### src/rtl/seq_addmul_pkg.sv
// Shared definitions for seq_addmul_unit: op encodings, FSM states and op decode.
// The MAC/ACLR ops exist only when the unit is built with SEQ_ADDMUL_MAC_EN.
package seq_addmul_pkg;

  localparam logic [1:0] OP_ADD  = 2'b00;
  localparam logic [1:0] OP_MUL  = 2'b01;
  localparam logic [1:0] OP_MAC  = 2'b10;
  localparam logic [1:0] OP_ACLR = 2'b11;

  typedef enum logic [1:0] {
    IDLE,
    ADD_S,
    MUL_S,
    DONE
  } state_e;

  // Decoded operation kind, after folding illegal encodings onto MUL.
  typedef enum logic [1:0] {
    KindAdd,
    KindMul,
    KindMac,
    KindAclr
  } op_kind_e;

  // Without the accumulator, any op other than ADD behaves as a plain multiply.
  function automatic op_kind_e decode_op(input logic [1:0] op, input logic mac_en);
    op_kind_e kind;
    unique case (op)
      OP_ADD:  kind = KindAdd;
      OP_MUL:  kind = KindMul;
      OP_MAC:  kind = mac_en ? KindMac : KindMul;
      default: kind = mac_en ? KindAclr : KindMul;
    endcase
    return kind;
  endfunction

endpackage

### src/rtl/seq_addmul_unit_mul_core.sv
// Iterative shift-add multiplier: one partial product per step.
// load_i captures the operands; each step_i retires one multiplier bit.
// prod_o already includes the effect of the current step so the caller can
// register the final product on the same edge as the last step.
module shift_add_mul_core #(
  parameter int unsigned WIDTH = 4
) (
  input  logic               clk_i,
  input  logic               rst_ni,
  input  logic               load_i,
  input  logic               step_i,
  input  logic [WIDTH-1:0]   a_i,
  input  logic [WIDTH-1:0]   b_i,
  output logic [2*WIDTH-1:0] prod_o,
  output logic               done_o
);

  localparam int unsigned CntW = $clog2(WIDTH + 1);

  logic [2*WIDTH-1:0] mcand_q, mcand_d;
  logic [WIDTH-1:0]   mplier_q, mplier_d;
  logic [2*WIDTH-1:0] prod_q, prod_d;
  logic [CntW-1:0]    cnt_q, cnt_d;

  // Load operands or perform one shift-add step.
  always_comb begin
    mcand_d  = mcand_q;
    mplier_d = mplier_q;
    prod_d   = prod_q;
    cnt_d    = cnt_q;
    if (load_i) begin
      mcand_d  = {{WIDTH{1'b0}}, a_i};
      mplier_d = b_i;
      prod_d   = '0;
      cnt_d    = CntW'(WIDTH);
    end else if (step_i) begin
      if (mplier_q[0]) begin
        prod_d = prod_q + mcand_q;
      end
      mcand_d  = mcand_q << 1;
      mplier_d = mplier_q >> 1;
      cnt_d    = cnt_q - CntW'(1);
    end
  end

  // Datapath registers, cleared by reset so an aborted multiply leaves no residue.
  always_ff @(posedge clk_i or negedge rst_ni) begin
    if (!rst_ni) begin
      mcand_q  <= '0;
      mplier_q <= '0;
      prod_q   <= '0;
      cnt_q    <= '0;
    end else begin
      mcand_q  <= mcand_d;
      mplier_q <= mplier_d;
      prod_q   <= prod_d;
      cnt_q    <= cnt_d;
    end
  end

  // The step taken while cnt is 1 is the last one.
  assign prod_o = prod_d;
  assign done_o = (cnt_q == CntW'(1));

endmodule

### src/rtl/seq_addmul_unit.sv
// Add/multiply unit with valid/ready handshakes on operands and results.
// ADD completes in one working cycle, MUL/MAC run WIDTH shift-add steps.
// Build option: define SEQ_ADDMUL_MAC_EN to add the accumulator (MAC and ACLR ops);
// otherwise op encodings 10/11 decode as MUL.
module seq_addmul_unit
  import seq_addmul_pkg::*;
#(
  parameter int unsigned WIDTH = 4
) (
  input  logic               clk,
  input  logic               rst_n,
  input  logic               in_valid,
  output logic               in_ready,
  input  logic [1:0]         op,
  input  logic [WIDTH-1:0]   a,
  input  logic [WIDTH-1:0]   b,
  output logic               out_valid,
  input  logic               out_ready,
  output logic [2*WIDTH-1:0] result,
  output logic               busy
);

`ifdef SEQ_ADDMUL_MAC_EN
  localparam logic MacEn = 1'b1;
`else
  localparam logic MacEn = 1'b0;
`endif

  state_e             state_q, state_d;
  logic [WIDTH-1:0]   a_q, a_d;
  logic [WIDTH-1:0]   b_q, b_d;
  logic [2*WIDTH-1:0] result_q, result_d;
  op_kind_e           op_kind;
  logic               core_load;
  logic               core_step;
  logic [2*WIDTH-1:0] core_prod;
  logic               core_done;

`ifdef SEQ_ADDMUL_MAC_EN
  logic [2*WIDTH-1:0] acc_q, acc_d;
  logic               mac_q, mac_d;
`endif

  // Decode the presented op for the current build.
  always_comb begin
    op_kind = decode_op(op, MacEn);
  end

  shift_add_mul_core #(
    .WIDTH (WIDTH)
  ) u_mul_core (
    .clk_i  (clk),
    .rst_ni (rst_n),
    .load_i (core_load),
    .step_i (core_step),
    .a_i    (a),
    .b_i    (b),
    .prod_o (core_prod),
    .done_o (core_done)
  );

  // FSM next state, operand capture, result and accumulator update.
  always_comb begin
    state_d   = state_q;
    a_d       = a_q;
    b_d       = b_q;
    result_d  = result_q;
    core_load = 1'b0;
    core_step = 1'b0;
`ifdef SEQ_ADDMUL_MAC_EN
    acc_d     = acc_q;
    mac_d     = mac_q;
`endif
    unique case (state_q)
      IDLE: begin
        if (in_valid) begin
          a_d = a;
          b_d = b;
          unique case (op_kind)
            KindAdd: begin
              state_d = ADD_S;
            end
            KindAclr: begin
              state_d  = DONE;
              result_d = '0;
`ifdef SEQ_ADDMUL_MAC_EN
              acc_d    = '0;
`endif
            end
            default: begin
              state_d   = MUL_S;
              core_load = 1'b1;
`ifdef SEQ_ADDMUL_MAC_EN
              mac_d     = (op_kind == KindMac);
`endif
            end
          endcase
        end
      end
      ADD_S: begin
        // Zero-extended add keeps the carry in bit WIDTH.
        result_d = {{WIDTH{1'b0}}, a_q} + {{WIDTH{1'b0}}, b_q};
        state_d  = DONE;
      end
      MUL_S: begin
        core_step = 1'b1;
        if (core_done) begin
          state_d  = DONE;
          result_d = core_prod;
`ifdef SEQ_ADDMUL_MAC_EN
          if (mac_q) begin
            acc_d    = acc_q + core_prod;
            result_d = acc_d;
          end
`endif
        end
      end
      DONE: begin
        if (out_ready) begin
          state_d = IDLE;
        end
      end
      default: begin
        state_d = IDLE;
      end
    endcase
  end

  // State, captured operands and the result register.
  always_ff @(posedge clk or negedge rst_n) begin
    if (!rst_n) begin
      state_q  <= IDLE;
      a_q      <= '0;
      b_q      <= '0;
      result_q <= '0;
    end else begin
      state_q  <= state_d;
      a_q      <= a_d;
      b_q      <= b_d;
      result_q <= result_d;
    end
  end

`ifdef SEQ_ADDMUL_MAC_EN
  // Accumulator and the MAC flag of the operation in flight.
  always_ff @(posedge clk or negedge rst_n) begin
    if (!rst_n) begin
      acc_q <= '0;
      mac_q <= 1'b0;
    end else begin
      acc_q <= acc_d;
      mac_q <= mac_d;
    end
  end
`endif

  assign in_ready  = (state_q == IDLE);
  assign out_valid = (state_q == DONE);
  assign busy      = (state_q != IDLE);
  assign result    = result_q;

endmodule

### config.mk
export PLATFORM = sky130hd
export DESIGN_NAME = seq_addmul_unit
export DESIGN_NICKNAME = d
export VERILOG_FILES = /design/src/rtl/seq_addmul_pkg.sv /design/src/rtl/seq_addmul_unit_mul_core.sv /design/src/rtl/seq_addmul_unit.sv
export SDC_FILE = /design/constraint.sdc
export NUM_CORES = 1
export LEC_CHECK = 0
export CORE_MARGIN = 4
export CORE_UTILIZATION = 35
export CTS_BUF_LIST = sky130_fd_sc_hd__clkbuf_8
export DETAILED_ROUTE_END_ITERATION = 12
export GPL_TIMING_DRIVEN = 0
export PLACE_DENSITY = 0.54
export SETUP_SLACK_MARGIN = 0.02
export SLEW_MARGIN = 30
export SYNTH_ARGS = -nofsm -noshare
export SYNTH_HDL_FRONTEND = slang
export SYNTH_SLANG_ARGS = --single-unit
### constraint.sdc
create_clock -name clk -period 3 [get_ports clk]
set_clock_uncertainty 0.1 [all_clocks]
set_input_delay 0.6 -clock clk [delete_from_list [all_inputs] [get_ports clk]]
set_output_delay 0.6 -clock clk [all_outputs]
set_load 0.01 [all_outputs]
==> reports/qor.yml <==
dpl_cell_area_um2: 2570
grt_antenna_before_repair: 0
yosysUniqueCellTypes: 34
place.gp.congestion: 0.795
power_frac_seq: 0.342
cts_hold_buf: 0
power_mw: 2.74
dp.final_hpwl_um: 3480
dr.pass1.iters: 4
sw_frac_of_total: 0.415
worst_pin_slew_ns: 0.549
syn-cell-area_um2: 2240
holdWs_ns: 0.184
drive_gt1_frac: 0.124
slew_headroom: 0.634
finalInstanceArea_um2: 2660
start_util: 0.370
cts_buffers: 5
synthTopCellsByArea: "dfrtp_1 46%, ha_1 8.9%, mux2i_1 6.7%, mux2_2 4.0%, nand2_1 4.0%"
ant_nets: 0
slowest_stage: "clkdlybuf4s50_1"
crit_type: "reg -> out"
fp.dieArea_um2: 7750
power_frac_comb: 0.524
tns_ns: 0
grt_pass1_wl_um: 7940
grt_use_total: 0.133
drt_iter0_drc: 40
row_count: 28
grt_setup_unrepaired: "false"
p_leak_nw: 1.24
avgRoutedWirePerCell_um: 14.6
reg2regPathDepth: 7
vias: 1612
cp.arrival_ns: 1.68
fill_cells: 596
fmax_ghz: 0.421
ys_ff_latch: 41
drc: 0
synth_common_cells: "41 x dfrtp_1, 24 x nand2_1, 16 x ha_1, 15 x mux2i_1, 15 x o21ai_0"
synth_top_area_share: 0.457
internal_power_mw: 1.60
cp_max_fo: 6
clk_path_buf_depth: 2
root_buffer: "clkbuf_8"
core_area_um2: 6060
cts_sinks: 41
slowest_delay_ns: 0.54
ys_warn_count: 0
grt_pass1_vias: 1616
ioPinCount: 25
maxCapViolCount: 0
cp-end-kind: "output pin"
ys_seq_area_frac: 0.457
period_share: 0.792
r2r_start: "u_mul_core.mcand_q[0]$_DFFE_PN0P_"
grt_max_degree: 42
die_w_um: 88.1
hold_viol: 0
path_buf_inv: 3
nNetsFinal: 280
htreeDepth: 2
clk_pin_slew_ns: 0.09
netSwitchingPower_mw: 1.14
status: "completed"
cts_resized: 0
irDropWorstVdd_uv: 452
synth.most_common_cell: "dfrtp_1"
syn_nets: 249
routed_via_density: 4.98
syn2layout_area_growth_pct: 18.7
required_ns: 2.30
yosys.area.top_type: "dfrtp_1"
syn-instance-count: 217
hp-class: "in -> async"
final-max-slew-violation-count: 0
power_density_nw_per_um2: 1030
fp.dieH_um: 88.1
drt-total-wl_um: 4720
setup_violations: 0
worst_setup_path_start_kind: "register"
clk-insertion-delay-late_ns: 0.29
post_cts_buffers: 0
rrSetupSlack_ns: 0.89
rr_endpoint: "result[6]$_DFFE_PN0P_"
synth-edff-count: 0
async_reset_ff_frac: 1.00
overflow: 0
path_cells: "inv_1 -> ha_1 -> inv_1 -> clkdlybuf4s50_1"
crit_top_cell: "inv_1"
num_antenna_cells: 0
port_buffers: 24
clock_power_share: 0.134
critPathTopFamily: "buffers and inverters"
cts_tree: "built"
min_period_ns: 2.38
ys.flop_type: "dfrtp_1"
syn_area_per_cell_um2: 10.3
## cell usage in the layout, fill, tap and decap left out, drive strengths merged
| cell type | synthesis | layout |
|---|---|---|
| dfrtp | 41 | 41 |
| nand3 | 4 | 4 |
| nor2b | 3 | 3 |
| nand2b | 1 | 1 |
| and3 | 1 | 1 |
| xnor2 | 5 | 5 |
| o21ai | 20 | 20 |
| a31oi | 1 | 1 |
| nor3 | 2 | 2 |
| a21oi | 12 | 12 |
| xor2 | 4 | 4 |
| nand2 | 26 | 26 |
| clkdlybuf4s50 | 0 | 23 |
| o211ai | 6 | 6 |
| o21a | 1 | 1 |
| buf | 8 | 9 |
| mux2i | 15 | 15 |
| or4 | 1 | 1 |
| fa | 2 | 2 |
| or2b | 1 | 1 |
| nor2 | 16 | 16 |
| a221oi | 2 | 2 |
| inv | 11 | 12 |
| or3 | 1 | 1 |
| clkinvlp | 0 | 2 |
| ha | 16 | 16 |
| clkbuf | 0 | 5 |
| a211oi | 4 | 4 |
| mux2 | 8 | 8 |
| a21o | 5 | 5 |
## worst reg2reg max path, stage by stage, from the launching register on
cell and delay [ns]:
dfrtp_1 0.41, ha_1 0.23, fa_1 0.42, a21o_1 0.20, a221oi_2 0.28, xnor2_1 0.09
mux2i_1 0.18, o21ai_1 0.09
## per-layer routing
layer	up-vias	share of wire	track usage
met1	775	0.51	0.186
met3	4	0.029	0.0310
met2	20	0.45	0.205
met5	-	0	0
li1	813	-	-
met4	0	0.0087	0.0412
## cells by family after synthesis
logic type	share of synthesized area
multiplexers	0.107
AND/OR/NAND/NOR	0.115
buffers and inverters	0.0374
XOR/XNOR	0.0351
AO/OA/AOI/OAI	0.141
flip-flops	0.457
adder cells (fa/ha/maj)	0.107
## worst max path at each step
stage                     slack, ns                      to                            from  depth (start not counted)
after floorplan                1.05   result[6]$_DFFE_PN0P_  u_mul_core.prod_q[0]$_DFF_PN0_                          7
after global placement         0.04  state_q[0]$_DFFE_PN0P_                           rst_n                          1
after detailed placement       0.64   result[0]$_DFFE_PN0P_                        in_valid                          7
after CTS                      0.61                    busy          state_q[0]$_DFFE_PN0P_                          4
after global routing           0.52                    busy          state_q[1]$_DFFE_PN0P_                          4
final                          0.62                    busy          state_q[0]$_DFFE_PN0P_                          4
## state kept, by name (all words and copies together), names as in the netlist
register             count
result                   8
u_mul_core.mcand_q       8
u_mul_core.prod_q        8
a_q                      4
b_q                      4
u_mul_core.mplier_q      4
u_mul_core.cnt_q         3
state_q                  2
## through the flow
step                       util  setup WS [ns]  instances
after floorplan               -           1.05        217
final                     0.439          0.625        324
after detailed placement  0.425          0.639        316
after CTS                 0.439          0.611        324
after global routing      0.439          0.521        324
after global placement    0.425         0.0363        316
## power groups by stage
stage          Sequential (mW)  Clock (mW)  Combinational, mW
2_1_floorplan            0.915           0               1.05
3_3_place_gp             0.943           0               1.43
3_5_place_dp             0.946           0               1.45
4_1_cts                  0.937       0.383               1.46
5_1_grt                  0.969       0.408               1.62
6_report                 0.936       0.367               1.43
## cell type report
cell class              count  area (um2)  share of cell area
repair buffers             24         238              0.0893
multi-input cells         157        1130               0.426
clock inverters             3        18.8             0.00705
flip-flops and latches     41        1030               0.385
inverters                  11        41.3              0.0155
well taps                  75        93.8              0.0352
plain buffers               8        42.5              0.0160
clock buffers               5        68.8              0.0258
Power figures use the tool's default switching activity.
